<file path="src/rtl/vdot_pkg.sv">
// -----------------------------------------------------------------------------
// vdot_pkg
// Shared definitions for the dot-product accumulation stage (vdot_acc).
//   DATA_W          : width of partial products and of the result (32)
//   MAX_CHUNKS_DEF  : default chunk limit before a vector is force-completed
//   state_e         : accumulator FSM encoding (IDLE / ACCUM)
// -----------------------------------------------------------------------------
package vdot_pkg;

    localparam int DATA_W         = 32;
    localparam int MAX_CHUNKS_DEF = 16;

    typedef enum logic [0:0] {
        ST_IDLE  = 1'b0,
        ST_ACCUM = 1'b1
    } state_e;

endpackage : vdot_pkg

</file>
<file path="src/rtl/vdot_acc_if.sv">
// -----------------------------------------------------------------------------
// vdot_acc_if
// Input beat stream from the dot-product unit plus the result stream toward
// write-back, bundled as one interface.
//   in_valid/in_data/in_last/in_ready : partial-product stream (upstream side)
//   out_valid/out_data/out_chunks/out_err/out_ready : result stream
// Modports:
//   slave  : view of the accumulator (vdot_acc)
//   master : view of the environment driving beats and draining results
// -----------------------------------------------------------------------------
interface vdot_acc_if #(
    parameter int CNT_W = 5
) ();
    import vdot_pkg::*;

    logic              in_valid;
    logic [DATA_W-1:0] in_data;
    logic              in_last;
    logic              in_ready;
    logic              out_valid;
    logic [DATA_W-1:0] out_data;
    logic [CNT_W-1:0]  out_chunks;
    logic              out_err;
    logic              out_ready;

    modport slave (
        input  in_valid, in_data, in_last, out_ready,
        output in_ready, out_valid, out_data, out_chunks, out_err
    );

    modport master (
        output in_valid, in_data, in_last, out_ready,
        input  in_ready, out_valid, out_data, out_chunks, out_err
    );

endinterface : vdot_acc_if

</file>
<file path="src/rtl/vdot_sat_add.sv">
// -----------------------------------------------------------------------------
// vdot_sat_add
// Unsigned 32-bit adder with carry out. When VDOT_ACC_SAT_EN is defined the
// sum is clamped to all-ones on carry; otherwise it wraps modulo 2^32.
//   a_i     : running sum
//   b_i     : incoming partial product
//   sum_o   : wrapped or clamped sum
//   carry_o : carry out of bit 31 (reported in both builds)
// -----------------------------------------------------------------------------
module vdot_sat_add
    import vdot_pkg::*;
(
    input  logic [DATA_W-1:0] a_i,
    input  logic [DATA_W-1:0] b_i,
    output logic [DATA_W-1:0] sum_o,
    output logic              carry_o
);

    logic [DATA_W:0] raw;

    assign raw     = {1'b0, a_i} + {1'b0, b_i};
    assign carry_o = raw[DATA_W];

`ifdef VDOT_ACC_SAT_EN
    assign sum_o = raw[DATA_W] ? {DATA_W{1'b1}} : raw[DATA_W-1:0];
`else
    assign sum_o = raw[DATA_W-1:0];
`endif

endmodule : vdot_sat_add

</file>
<file path="src/rtl/vdot_acc.sv">
// -----------------------------------------------------------------------------
// vdot_acc
// Sums 32-bit partial dot products (one per chunk) into one result per
// vector and presents it on a valid/ready output register.
// Optional feature macro: VDOT_ACC_SAT_EN (saturating sum, flagged in out_err).
// Ports:
//   clk : rising-edge clock
//   rst : asynchronous reset, active low
//   bus : vdot_acc_if.slave (input beats in_*, result out_*)
// Parameters:
//   MAX_CHUNKS : chunk limit; reaching it without in_last forces completion
//   CNT_W      : chunk counter width, 2^CNT_W > MAX_CHUNKS
// -----------------------------------------------------------------------------
module vdot_acc
    import vdot_pkg::*;
#(
    parameter int MAX_CHUNKS = MAX_CHUNKS_DEF,
    parameter int CNT_W      = 5
) (
    input  logic       clk,
    input  logic       rst,
    vdot_acc_if.slave  bus
);

`ifdef VDOT_ACC_SAT_EN
    localparam bit SAT_EN = 1'b1;
`else
    localparam bit SAT_EN = 1'b0;
`endif

    // Running state: bit DATA_W of acc is a sticky carry for the current vector.
    state_e            state_q, state_d;
    logic [DATA_W:0]   acc_q, acc_d;
    logic [CNT_W-1:0]  cnt_q, cnt_d;

    logic              out_valid_q, out_valid_d;
    logic [DATA_W-1:0] out_data_q, out_data_d;
    logic [CNT_W-1:0]  out_chunks_q, out_chunks_d;
    logic              out_err_q, out_err_d;

    logic              in_ready;
    logic              accept;
    logic              complete;
    logic              forced;
    logic [DATA_W:0]   acc_base;
    logic [CNT_W-1:0]  cnt_inc;
    logic [DATA_W-1:0] sum;
    logic              carry;
    logic              ovf;

    // A pending result only blocks input if it is not draining this cycle.
    assign in_ready = !out_valid_q || bus.out_ready;
    assign accept   = bus.in_valid && in_ready;

    // In IDLE the accumulator is known empty; use zero explicitly.
    assign acc_base = (state_q == ST_IDLE) ? '0 : acc_q;
    assign cnt_inc  = cnt_q + 1'b1;
    assign forced   = (cnt_inc == CNT_W'(MAX_CHUNKS)) && !bus.in_last;
    assign complete = accept && (bus.in_last || forced);
    assign ovf      = carry || acc_base[DATA_W];

    vdot_sat_add u_add (
        .a_i     (acc_base[DATA_W-1:0]),
        .b_i     (bus.in_data),
        .sum_o   (sum),
        .carry_o (carry)
    );

    // FSM state register
    always_ff @(posedge clk or negedge rst) begin
        if (!rst) begin
            state_q <= ST_IDLE;
        end else begin
            state_q <= state_d;
        end
    end

    // FSM next-state
    always_comb begin
        state_d = state_q;
        case (state_q)
            ST_IDLE: begin
                if (accept && !complete) state_d = ST_ACCUM;
            end
            ST_ACCUM: begin
                if (complete) state_d = ST_IDLE;
            end
            default: state_d = ST_IDLE;
        endcase
    end

    // FSM outputs: accumulator, counter and result register next values
    always_comb begin
        acc_d        = acc_q;
        cnt_d        = cnt_q;
        out_valid_d  = out_valid_q;
        out_data_d   = out_data_q;
        out_chunks_d = out_chunks_q;
        out_err_d    = out_err_q;

        if (out_valid_q && bus.out_ready) begin
            out_valid_d = 1'b0;
        end

        if (complete) begin
            acc_d        = '0;
            cnt_d        = '0;
            out_valid_d  = 1'b1;
            out_data_d   = sum;
            out_chunks_d = cnt_inc;
            out_err_d    = forced || (SAT_EN && ovf);
        end else if (accept) begin
            acc_d = {ovf, sum};
            cnt_d = cnt_inc;
        end
    end

    always_ff @(posedge clk or negedge rst) begin
        if (!rst) begin
            acc_q        <= '0;
            cnt_q        <= '0;
            out_valid_q  <= 1'b0;
            out_data_q   <= '0;
            out_chunks_q <= '0;
            out_err_q    <= 1'b0;
        end else begin
            acc_q        <= acc_d;
            cnt_q        <= cnt_d;
            out_valid_q  <= out_valid_d;
            out_data_q   <= out_data_d;
            out_chunks_q <= out_chunks_d;
            out_err_q    <= out_err_d;
        end
    end

    assign bus.in_ready   = in_ready;
    assign bus.out_valid  = out_valid_q;
    assign bus.out_data   = out_data_q;
    assign bus.out_chunks = out_chunks_q;
    assign bus.out_err    = out_err_q;

endmodule : vdot_acc

</file>
<file path="src/flat_wrapper.sv">
// flat-port wrapper written by rule: the top's interface ports become plain ports
module vdot_acc_flat import vdot_pkg::*;
#(
    parameter int MAX_CHUNKS = MAX_CHUNKS_DEF,
    parameter int CNT_W      = 5
)
  (clk, rst, bus_in_valid, bus_in_data, bus_in_last, bus_out_ready, bus_in_ready, bus_out_valid, bus_out_data, bus_out_chunks, bus_out_err);
  vdot_acc_if #(.CNT_W(CNT_W)) bus_i ();
  input  logic clk;
  input  logic rst;
  input wire logic [$bits(bus_i.in_valid)-1:0] bus_in_valid;
  input wire logic [$bits(bus_i.in_data)-1:0] bus_in_data;
  input wire logic [$bits(bus_i.in_last)-1:0] bus_in_last;
  input wire logic [$bits(bus_i.out_ready)-1:0] bus_out_ready;
  output wire logic [$bits(bus_i.in_ready)-1:0] bus_in_ready;
  output wire logic [$bits(bus_i.out_valid)-1:0] bus_out_valid;
  output wire logic [$bits(bus_i.out_data)-1:0] bus_out_data;
  output wire logic [$bits(bus_i.out_chunks)-1:0] bus_out_chunks;
  output wire logic [$bits(bus_i.out_err)-1:0] bus_out_err;
  assign bus_i.in_valid = bus_in_valid;
  assign bus_i.in_data = bus_in_data;
  assign bus_i.in_last = bus_in_last;
  assign bus_i.out_ready = bus_out_ready;
  assign bus_in_ready = bus_i.in_ready;
  assign bus_out_valid = bus_i.out_valid;
  assign bus_out_data = bus_i.out_data;
  assign bus_out_chunks = bus_i.out_chunks;
  assign bus_out_err = bus_i.out_err;
  vdot_acc #(.MAX_CHUNKS(MAX_CHUNKS), .CNT_W(CNT_W)) u_core (.clk(clk), .rst(rst), .bus(bus_i));
endmodule
</file>
<file path="config.mk">
export PLATFORM = sky130hd
export DESIGN_NAME = vdot_acc_flat
export DESIGN_NICKNAME = d
export VERILOG_FILES = /design/src/rtl/vdot_pkg.sv /design/src/rtl/vdot_acc_if.sv /design/src/rtl/vdot_sat_add.sv /design/src/rtl/vdot_acc.sv /design/src/flat_wrapper.sv
export SDC_FILE = /design/constraint.sdc
export NUM_CORES = 1
export LEC_CHECK = 0
export ABC_AREA = 1
export CORE_MARGIN = 2
export CORE_UTILIZATION = 40
export DETAILED_ROUTE_END_ITERATION = 6
export PLACE_DENSITY_LB_ADDON = 0.12
export SETUP_SLACK_MARGIN = 0.2
export SLEW_MARGIN = 20
export SYNTH_ARGS = -nofsm -noshare
export SYNTH_HDL_FRONTEND = slang
export SYNTH_HIERARCHICAL = 1
export SYNTH_SLANG_ARGS = --single-unit
</file>
<file path="constraint.sdc">
create_clock -name clk -period 6.26 [get_ports clk]
set_input_delay 1.252 -clock clk [delete_from_list [all_inputs] [get_ports clk]]
set_output_delay 1.252 -clock clk [all_outputs]
set_load 0.005 [all_outputs]
</file>
==> summary.md <==
| Metric | Value |
|---|---|
| Status | `finished, final reports clean` |
| Total GRT Usage | `between 20% and 30%` |
| # rows | `44` |
| Routed Wire Length | `about 16,000 um` |
| Critical R2R Capture | `u_core/bus.out_data[14]` |
| Hold Crit Start | `u_core/acc_q[17]` |
| Synth Warn # | `6` |
| Critical-path top delay cell | `nand2_1` |
| Die height | `126 um` |
| WP data required | `6.54 ns` |
| Final Hold Vio Count | `0` |
| Reg area | `1930 um^2` |
| Detailed Route Iter0 Violations | `357` |
| Syn Std Cell Area | `5970 um^2` |
| GR Overflow Total | `0` |
| Post-DP HPWL | `around 12,000 um` |
| Hold path cells | `2` |
| Hold_ws | `0.476 ns` |
| Worst-path cell chain | `clkdlybuf4s50_1, inv_1, nand2_1, nand2_1, buf_4, nor2_1, inv_1, buf_4, nand3_1, nand2_1` |
| Leak | `4.29 nW` |
| Slew @ Worst Pin | `0.690 ns` |
| Die span in x | `126 um` |
| Setup_tns | `0 ns` |
| Share of layout cells above drive strength 1 | `7.21%` |
| Headroom to the max-slew limit | `53.9%` |
| First-pass GRT wire length | `27,500 um` |
| Initial antenna violation count | `0` |
| Cells after Synth | `916` |
| GP Congestion | `0.884` |
| Worst Setup Path Type | `input port to register` |
| Post-layout min period | `approximately 3.6 ns` |
| Reg2reg path depth | `8` |
| Vias | `5,608` |
| Fill cells | `around 1,600` |
| Fmax achieved | `about 280 MHz` |
| Ports | `77` |
| Pwr Density | `253 nW/um^2` |
| Reg2reg start | `u_core/bus.out_valid` |
| Vias/cell | `4.80` |
| Starting Density | `41.1%` |
| Root buffer cell | `clkbuf_16` |
| Post-route clock period utilization | `57.9%` |
| PostCTS Resize Cnt | `0` |
| Layout Skew | `0.0137 ns` |
| Area of the multi-input gates | `approximately 3300 um^2` |
| Worst Path Buf+Inv | `5` |
| FF-to-FF setup slack | `roughly 3.6 ns` |
| DRT antenna net count | `0` |
| Max Cap Viol | `0` |
| CTS Buffer Depth | `2` |
| CP max FO | `25` |
| Clk_lat worst skew | `0.35 ns` |
| Hold Path Class | `register to register` |
| CORE AREA | `between 10,000 and 15,000 um^2` |
| Hold endpoint | `u_core/acc_q[17]` |
| VDD IR max | `approximately 0.12 mV` |
| Syn Nets | `approximately 990` |
| Largest net degree at the start of global routing | `54` |
| Area growth, synth to finish | `19.5%` |
| Worst Setup End Kind | `register` |
| Fin. max-slew vios | `0` |
| N_diodes | `0` |
| Setup violators final | `0` |
| Die Area | `~16,000 um^2` |
| Delay-heaviest family, CP | `buffers and inverters` |
| DR pass1 iterations | `4` |
| Setup bufs post-CTS | `0` |
| CP startpoint kind | `input port` |
| DRC | `0` |
| Critical Path Most Common Cell | `nand2_1` |
| H-tree Lvls | `3` |
| Nets | `1,051` |
| CTS tree | `done` |
| CP arrival | `3.90 ns` |
| Number of global-route vias before repair | `5,479` |
| Wire per inst | `13.9 um` |
| Syn Area/Cell | `6.52 um^2` |
| Clk pin slew, worst setup/hold paths | `0.06 ns` |
| Number of port buffers | `76` |
| Clock tree sinks | `a little under 80` |
| Cts hold-fix bufs | `0` |
| Unrepaired setup endpoints after global routing | `no` |
| Cts bufs inserted | `9` |
| Max stage delay on crit path | `0.52 ns` |
registers in the layout, summed over array words and instances, names as in the netlist, named ones only:
signal,count
u_core/bus.out_valid,1
u_core/acc_q,32
u_core/bus.out_data,32
u_core/bus.out_chunks,5
u_core/cnt_q,5
u_core/bus.out_err,1
cell usage in the layout, fill, tap and decap left out, types with 2 or more instances in the layout:
master,count
nand2_1,366
inv_1,157
nand3_1,113
dfrtp_1,77
clkdlybuf4s50_1,75
nor2_1,36
ha_1,33
nand3_2,23
a21oi_1,21
nand2_2,15
xor2_1,15
clkbuf_16,9
buf_4,7
nand4_1,6
nor2_2,5
nor3_1,5
o21ai_0,4
inv_6,2
clkinv_4,2
nand3b_1,2
inv_2,2
metrics by stage:
step	std cells	util, %	setup slack, ns	power (mW)	cell area, um^2
floorplan	916	-	3.48	1.01	5970
CTS	1169	49.0	2.37	1.82	7120
detailed placement	1153	47.0	2.00	1.27	6830
global placement	1153	47.0	2.08	1.26	6830
finish	1169	49.1	2.64	1.81	7130
global route	1169	49.1	2.32	1.93	7130
per-layer routing:
layer / track usage [%] / vias to the layer above / wire length [um]
met4: 7.50 / 0 / 235
li1: - / 2939 / -
met5: 0 / - / 0
met1: 30.7 / 2561 / 8240
met2: 33.9 / 94 / 7250
met3: 2.85 / 14 / 519
area by class of cell:
class,count,area share (%)
Sequential cell,77,27.0
Clock buffer,10,3.21
Clock inverter,6,0.982
Multi-Input combinational cell,651,45.9
Inverter,159,8.37
Timing Repair Buffer,82,11.3
Tap cell,184,3.23
worst reg2reg max path, stage by stage (launching register included):
cell     delay (ns)
dfrtp_1        0.36
nand2_1        0.09
nand2_1        0.52
buf_4          0.42
nor2_1         0.11
inv_1          0.47
buf_4          0.39
nand3_1        0.13
nand2_1        0.11
power by group:
part | total, mW | internal, mW | switching (mW)
combinational | 0.608 | 0.268 | 0.340
clock | 0.547 | 0.313 | 0.234
sequential | 0.650 | 0.594 | 0.0564
total | 1.81 | 1.17 | 0.630
worst max-delay path by stage:
stage / start / end / cells after the start
after detailed placement: bus_out_ready / u_core/bus.out_data[1] / 9
after floorplan: bus_in_data[0] / u_core/acc_q[28] / 14
final: bus_out_ready / u_core/bus.out_data[14] / 10
after global routing: bus_out_ready / u_core/bus.out_data[20] / 10
after global placement: bus_out_ready / u_core/bus.out_data[25] / 9
after CTS: bus_out_ready / u_core/bus.out_data[14] / 9
Power figures use the tool's default switching activity.
